**src/rtl/pc_fetch_unit_if.sv**
```systemverilog
// Fetch-unit bus bundle: instruction-memory req/ack channel, decode valid/ready
// channel, redirect input and invalid-PC exception outputs.
interface pc_fetch_unit_if #(
    parameter int IMEM_AW = 10
);
    logic               imem_req;
    logic [IMEM_AW-1:0] imem_addr;
    logic               imem_ack;
    logic [31:0]        imem_rdata;
    logic               instr_valid;
    logic               instr_ready;
    logic [31:0]        instr;
    logic [31:0]        instr_pc;
    logic               redirect_valid;
    logic [31:0]        redirect_pc;
    logic               exc_invalid_pc;
    logic [31:0]        exc_badaddr;

    modport master (
        output imem_req, imem_addr, instr_valid, instr, instr_pc,
               exc_invalid_pc, exc_badaddr,
        input  imem_ack, imem_rdata, instr_ready, redirect_valid, redirect_pc
    );

    modport slave (
        input  imem_req, imem_addr, instr_valid, instr, instr_pc,
               exc_invalid_pc, exc_badaddr,
        output imem_ack, imem_rdata, instr_ready, redirect_valid, redirect_pc
    );
endinterface

```
**src/rtl/pc_fetch_unit.sv**
```systemverilog
// MIPS32 instruction-fetch initiator: range-checked PC, req/ack memory reads,
// valid/ready hand-off to decode and a sticky invalid-PC exception.
module pc_fetch_unit #(
    parameter logic [31:0] RESET_PC   = 32'h00400000,
    parameter logic [31:0] TEXT_BASE  = 32'h00400000,
    parameter logic [31:0] TEXT_LIMIT = 32'h00400FFF,
    parameter int          IMEM_AW    = 10
) (
    input  logic             clk,
    input  logic             rst_n,
    pc_fetch_unit_if.master  fetch
);

    typedef enum logic [1:0] {BOOT, REQ, HOLD, FAULT} state_t;

    state_t      state_q, state_d;
    logic [31:0] pc_q, pc_d;
    logic [31:0] pend_pc_q, pend_pc_d;
    logic [31:0] instr_q, instr_d;
    logic [31:0] instr_pc_q, instr_pc_d;
    logic [31:0] badaddr_q, badaddr_d;
    logic        kill_q, kill_d;
    logic        exc_q, exc_d;
    logic        load_pc;

    function automatic logic legal(input logic [31:0] a);
        return (a >= TEXT_BASE) && (a <= TEXT_LIMIT) && (a[1:0] == 2'b00);
    endfunction

    always_ff @(posedge clk or negedge rst_n) begin
        if (!rst_n) begin
            state_q    <= BOOT;
            pc_q       <= RESET_PC;
            pend_pc_q  <= 32'd0;
            instr_q    <= 32'd0;
            instr_pc_q <= 32'd0;
            badaddr_q  <= 32'd0;
            kill_q     <= 1'b0;
            exc_q      <= 1'b0;
        end else begin
            state_q    <= state_d;
            pc_q       <= pc_d;
            pend_pc_q  <= pend_pc_d;
            instr_q    <= instr_d;
            instr_pc_q <= instr_pc_d;
            badaddr_q  <= badaddr_d;
            kill_q     <= kill_d;
            exc_q      <= exc_d;
        end
    end

    // Any new PC value is range-checked on the way in; illegal ones land in FAULT.
    always_comb begin
        state_d    = state_q;
        pc_d       = pc_q;
        pend_pc_d  = pend_pc_q;
        instr_d    = instr_q;
        instr_pc_d = instr_pc_q;
        badaddr_d  = badaddr_q;
        kill_d     = kill_q;
        load_pc    = 1'b0;
        case (state_q)
            BOOT: state_d = legal(pc_q) ? REQ : FAULT;
            REQ: begin
                if (fetch.imem_ack) begin
                    if (kill_q || fetch.redirect_valid) begin
                        pc_d    = fetch.redirect_valid ? fetch.redirect_pc : pend_pc_q;
                        kill_d  = 1'b0;
                        load_pc = 1'b1;
                    end else begin
                        instr_d    = fetch.imem_rdata;
                        instr_pc_d = pc_q;
                        state_d    = HOLD;
                    end
                end else if (fetch.redirect_valid) begin
                    // The request stays on the bus; its data is dropped when it returns.
                    kill_d    = 1'b1;
                    pend_pc_d = fetch.redirect_pc;
                end
            end
            HOLD: begin
                if (fetch.redirect_valid) begin
                    pc_d    = fetch.redirect_pc;
                    load_pc = 1'b1;
                end else if (fetch.instr_ready) begin
                    pc_d    = pc_q + 32'd4;
                    load_pc = 1'b1;
                end
            end
            FAULT: begin
                if (fetch.redirect_valid) begin
                    pc_d    = fetch.redirect_pc;
                    load_pc = 1'b1;
                end
            end
            default: state_d = BOOT;
        endcase
        if (load_pc) begin
            state_d = legal(pc_d) ? REQ : FAULT;
        end
        exc_d = (state_d == FAULT);
        if (state_d == FAULT) begin
            badaddr_d = pc_d;
        end
    end

    always_comb begin
        fetch.imem_req       = (state_q == REQ);
        fetch.imem_addr      = pc_q[IMEM_AW+1:2];
        fetch.instr_valid    = (state_q == HOLD);
        fetch.instr          = instr_q;
        fetch.instr_pc       = instr_pc_q;
        fetch.exc_invalid_pc = exc_q;
        fetch.exc_badaddr    = badaddr_q;
    end

endmodule

```
**src/flat_wrapper.sv**
```systemverilog
// flat-port wrapper written by rule: the top's interface ports become plain ports
module pc_fetch_unit_flat 
#(
    parameter logic [31:0] RESET_PC   = 32'h00400000,
    parameter logic [31:0] TEXT_BASE  = 32'h00400000,
    parameter logic [31:0] TEXT_LIMIT = 32'h00400FFF,
    parameter int          IMEM_AW    = 10
)
  (clk, rst_n, fetch_imem_req, fetch_imem_addr, fetch_instr_valid, fetch_instr, fetch_instr_pc, fetch_exc_invalid_pc, fetch_exc_badaddr, fetch_imem_ack, fetch_imem_rdata, fetch_instr_ready, fetch_redirect_valid, fetch_redirect_pc);
  pc_fetch_unit_if #(.IMEM_AW(IMEM_AW)) fetch_i ();
  input  logic clk;
  input  logic rst_n;
  output wire logic [$bits(fetch_i.imem_req)-1:0] fetch_imem_req;
  output wire logic [$bits(fetch_i.imem_addr)-1:0] fetch_imem_addr;
  output wire logic [$bits(fetch_i.instr_valid)-1:0] fetch_instr_valid;
  output wire logic [$bits(fetch_i.instr)-1:0] fetch_instr;
  output wire logic [$bits(fetch_i.instr_pc)-1:0] fetch_instr_pc;
  output wire logic [$bits(fetch_i.exc_invalid_pc)-1:0] fetch_exc_invalid_pc;
  output wire logic [$bits(fetch_i.exc_badaddr)-1:0] fetch_exc_badaddr;
  input wire logic [$bits(fetch_i.imem_ack)-1:0] fetch_imem_ack;
  input wire logic [$bits(fetch_i.imem_rdata)-1:0] fetch_imem_rdata;
  input wire logic [$bits(fetch_i.instr_ready)-1:0] fetch_instr_ready;
  input wire logic [$bits(fetch_i.redirect_valid)-1:0] fetch_redirect_valid;
  input wire logic [$bits(fetch_i.redirect_pc)-1:0] fetch_redirect_pc;
  assign fetch_imem_req = fetch_i.imem_req;
  assign fetch_imem_addr = fetch_i.imem_addr;
  assign fetch_instr_valid = fetch_i.instr_valid;
  assign fetch_instr = fetch_i.instr;
  assign fetch_instr_pc = fetch_i.instr_pc;
  assign fetch_exc_invalid_pc = fetch_i.exc_invalid_pc;
  assign fetch_exc_badaddr = fetch_i.exc_badaddr;
  assign fetch_i.imem_ack = fetch_imem_ack;
  assign fetch_i.imem_rdata = fetch_imem_rdata;
  assign fetch_i.instr_ready = fetch_instr_ready;
  assign fetch_i.redirect_valid = fetch_redirect_valid;
  assign fetch_i.redirect_pc = fetch_redirect_pc;
  pc_fetch_unit #(.RESET_PC(RESET_PC), .TEXT_BASE(TEXT_BASE), .TEXT_LIMIT(TEXT_LIMIT), .IMEM_AW(IMEM_AW)) u_core (.clk(clk), .rst_n(rst_n), .fetch(fetch_i));
endmodule
```
**config.mk**
```make
export PLATFORM = sky130hd
export DESIGN_NAME = pc_fetch_unit_flat
export DESIGN_NICKNAME = d
export VERILOG_FILES = /design/src/rtl/pc_fetch_unit_if.sv /design/src/rtl/pc_fetch_unit.sv /design/src/flat_wrapper.sv
export SDC_FILE = /design/constraint.sdc
export NUM_CORES = 1
export LEC_CHECK = 0
export CAP_MARGIN = 25
export CORE_ASPECT_RATIO = 1.2
export CORE_MARGIN = 8
export CORE_UTILIZATION = 47
export DETAILED_ROUTE_END_ITERATION = 7
export MAX_ROUTING_LAYER = met4
export PLACE_DENSITY = 0.77
export SYNTH_ARGS = -nofsm -noshare
export SYNTH_HDL_FRONTEND = slang
export SYNTH_SLANG_ARGS = --single-unit
```
**constraint.sdc**
```tcl
create_clock -name clk -period 2.9 [get_ports clk]
set_input_delay 0.58 -clock clk [delete_from_list [all_inputs] [get_ports clk]]
set_output_delay 0.58 -clock clk [all_outputs]
set_load 0.1 [all_outputs]
```
==> results of run 1 <==
-- Yosys cell counts (6+ instances only) --
cell / number
dfrtp_1: 163
mux2_2: 110
nand2_1: 54
nor2_1: 42
a21oi_1: 39
o21ai_0: 38
clkbuf_1: 32
mux2_4: 27
mux2i_1: 26
nand3_1: 18
nand4_1: 18
buf_2: 17
nor4_1: 15
inv_1: 13
a31oi_1: 12
buf_4: 12
nand2b_1: 12
o22ai_1: 11
a211oi_1: 8
buf_1: 8
nor3_1: 8
a22oi_1: 6
and2_1: 6
-- sequential cells by signal (all words and copies together), names as in the netlist --
signal,flops
u_core.kill_q,1
u_core.pend_pc_q,32
u_core.pc_q,32
u_core.fetch.exc_badaddr,32
u_core.fetch.instr_pc,32
u_core.state_q,2
u_core.fetch.exc_invalid_pc,1
u_core.fetch.instr,32
-- metrics by stage --
step / utilization [%] / worst slack (ns) / std cells
2_1_floorplan: - / -0.284 / 805
3_3_place_gp: 64.0 / -0.932 / 1367
3_5_place_dp: 64.0 / -1.00 / 1367
4_1_cts: 69.3 / -0.336 / 1424
5_1_grt: 70.3 / -0.446 / 1433
6_report: 70.3 / -0.367 / 1433
-- layer usage --
layer	up-vias	track usage, %	share of wire [%]
met5	-	-	0
met4	0	14.3	4.7
met3	104	5.32	5.9
met2	391	49.6	51
met1	4149	33.0	38
li1	3704	-	-
-- cell type report --
type / count / area, um2
timing repair buffer: 413 / 3480
fill: 1365 / 5540
clock inverter: 14 / 189
sequential: 164 / 4110
inverter: 14 / 56.3
multi-input combinational: 554 / 4510
clock buffer: 18 / 439
tap: 256 / 320
-- what timing repair did --
action,CTS,global route
hold buffers,0,0
cloned,3,0
setup endpoints to repair,32,34
setup buffers,22,12
pin swaps,20,12
gates resized for setup,29,31
-- worst paths after layout --
| path | from | end | slack [ns] |
|---|---|---|---|
| max | fetch_redirect_pc[28] | u_core.fetch.exc_badaddr[22] | -0.37 |
| min | rst_n | u_core.fetch.instr[29] | 0.04 |
| max reg2reg | u_core.pc_q[3] | u_core.fetch.exc_badaddr[22] | -0.35 |
| min reg2reg | u_core.pend_pc_q[24] | u_core.pend_pc_q[24] | 0.50 |
| max in group asynchronous | rst_n | u_core.fetch.exc_badaddr[3] | 2.14 |
| min in group clk | u_core.pend_pc_q[24] | u_core.pend_pc_q[24] | 0.50 |
-- power breakdown --
group / switching, mW / internal, mW / total (mW)
clock network: 1.10 / 1.34 / 2.44
logic: 0.759 / 0.467 / 1.23
registers: 0.0672 / 2.37 / 2.43
-- cell families (layout without fill, tap and decap cells) --
| kind of cell | after synthesis | after routing |
|---|---|---|
| and+or+nand+nor | 213 | 213 |
| xor gates and xnor gates | 2 | 2 |
| DFF | 164 | 164 |
| adders and majority gates | 2 | 2 |
| muxes | 163 | 163 |
| AOI/OAI and AO/OA | 174 | 174 |
| buffers and inverters | 87 | 459 |
-- placed cells by master, fill, tap and decap left out, types with 5 or more instances in the layout --
| cell | netlist | routed |
|---|---|---|
| and2_1 | 6 | 6 |
| o211ai_1 | 5 | 5 |
| nand2b_1 | 12 | 12 |
| o21ai_0 | 38 | 35 |
| nor4_1 | 15 | 9 |
| o221ai_1 | 5 | 5 |
| dfrtp_1 | 163 | 162 |
| mux2_2 | 110 | 110 |
| clkbuf_16 | 0 | 17 |
| buf_6 | 4 | 10 |
| a31oi_1 | 12 | 11 |
| buf_12 | 0 | 13 |
| nor2_1 | 42 | 38 |
| inv_1 | 13 | 12 |
| a211oi_1 | 8 | 7 |
| a21oi_1 | 39 | 38 |
| clkdlybuf4s50_1 | 0 | 63 |
| nand3_1 | 18 | 18 |
| mux2i_1 | 26 | 26 |
| nand2_1 | 54 | 53 |
| a22oi_1 | 6 | 6 |
| mux2_4 | 27 | 27 |
| nand4_1 | 18 | 18 |
| o22ai_1 | 11 | 11 |
| nor4_4 | 2 | 5 |
| buf_4 | 12 | 322 |
==> metrics.csv, run 1 <==
metric;value;unit
status;finished with violations;
failing checks;setup timing;
Nets;1235;
fmax;306;MHz
main combinational cell family by area after synthesis;multiplexers;
crit path time final;3.27;ns
HP Class;primary input to asynchronous set/reset pin;
die width;141;um
top post-synthesis cells by area;dfrtp_1 46%, mux2_2 14%, mux2_4 4.6%;
max-cap violations;0;
Reg clk slew, reported paths;0.07;ns
CP max stage delay;0.53;ns
critical path's slowest cell;o41a_4;
CTS Buffer Depth;2;
Root Buffer;clkbuf_16;
vias per cell;5.83;
Yosys top cell area share;46.3;%
setup tns final;-9.86;ns
num rows;55;
final max-slew violation count;0;
placer congestion estimate;0.998;
DRT antenna net count;0;
fin area;13100;um2
main flop type after synthesis;dfrtp_1;
Critical Path End Type;register;
DIE AREA;23400;um2
FF+latch count, synth;164;
Yosys top cell by area;dfrtp_1;
input/output buffers;177;
share of cells above drive strength 1;48.1;%
Num CTS Buffers;17;
total power;6.10;mW
worst IR drop on VDD;0.458;mV
XOR/XNOR share of the synthesized area;0.199;%
Final WS setup;-0.367;ns
power density over the cells;465;nW/um2
Simple-Gate Fraction of Synth Area;13.4;%
router iterations before antenna repair;5;
GRT Total Usage;29.4;%
RSZ-0062 raised after global routing;yes;
Worst Tran Pin Value;0.697;ns
final hold vios;0;
post-synthesis mux area share;21.6;%
cell area after synthesis;8810;um2
worst hold slack;0.0392;ns
Post-synth EDFFs;0;
final period utilization;113;%
clk_skew;0.0122;ns
Crit path depth;11;
critical path startpoint category;primary input;
synthesized net count;876;
vias in the first global route;8665;
routed wire length;33.2;mm
largest net degree at the start of global routing;70;
crit path max fanout;8;
critical path type;primary input to register;
synth warn;0;
Synth cell types;74;
Mean Syn Cell Area;10.9;um2
Req. time, crit path;3.21;ns
initial antenna violation count;0;
post-synthesis compound-gate area fraction;13.1;%
Remaining Overflow, GRT;0;
CP arrival;3.58;ns
buffers plus inverters on the worst setup path;3;
crit-path most repeated cell;buf_12;
Adder-Cell Fraction of Synth Area;0.284;%
area grow syn2layout;48.8;%
DRT iter0 DRCs;648;
DP Area;11900;um2
H-tree Lvls;4;
IO Pins;178;
ys async rst share;100;%
Leakage;6.31;nW
Top Family by Delay on Critical Path;compound AO/OA/AOI/OAI gates;
Skew-Pair Late Insertion Delay;0.44;ns
Chip Height;166;um
Detailed Place HPWL;24.4;mm
Initial Utilization;47.2;%
critical path, cell by cell;clkdlybuf4s50_1 -> mux2_2 -> a32oi_2 -> o2bb2ai_1 -> or3b_4 -> nor3_2 -> nand4_1 -> o41a_4 -> buf_12 -> buf_12 -> mux2_4;
n_diodes;0;
WL per Instance;23.1;um
DRC errors left;0;
core area;18600;um2
FF-to-FF path depth;13;
final setup vio count;32;
Sink Count;164;
global-route wire length before repair;51.1;mm
Cells after Synth;805;
register area share after synthesis;46.6;%
Max-slew headroom;53.2;%
Via Count;8348;
CTS tree;yes;
No activity file was read; power rests on OpenSTA's default activity.
==> run 2, diff against run 1 <==
--- a/config.mk
+++ b/config.mk
@@ -5,7 +5,7 @@
 export SDC_FILE = /design/constraint.sdc
 export NUM_CORES = 1
 export LEC_CHECK = 0
-export CAP_MARGIN = 25
+export CAP_MARGIN = 5
 export CORE_ASPECT_RATIO = 1.2
 export CORE_MARGIN = 8
 export CORE_UTILIZATION = 47
==> results of run 2 <==
The final DEF is identical to that of run 1; final timing and power are the same.
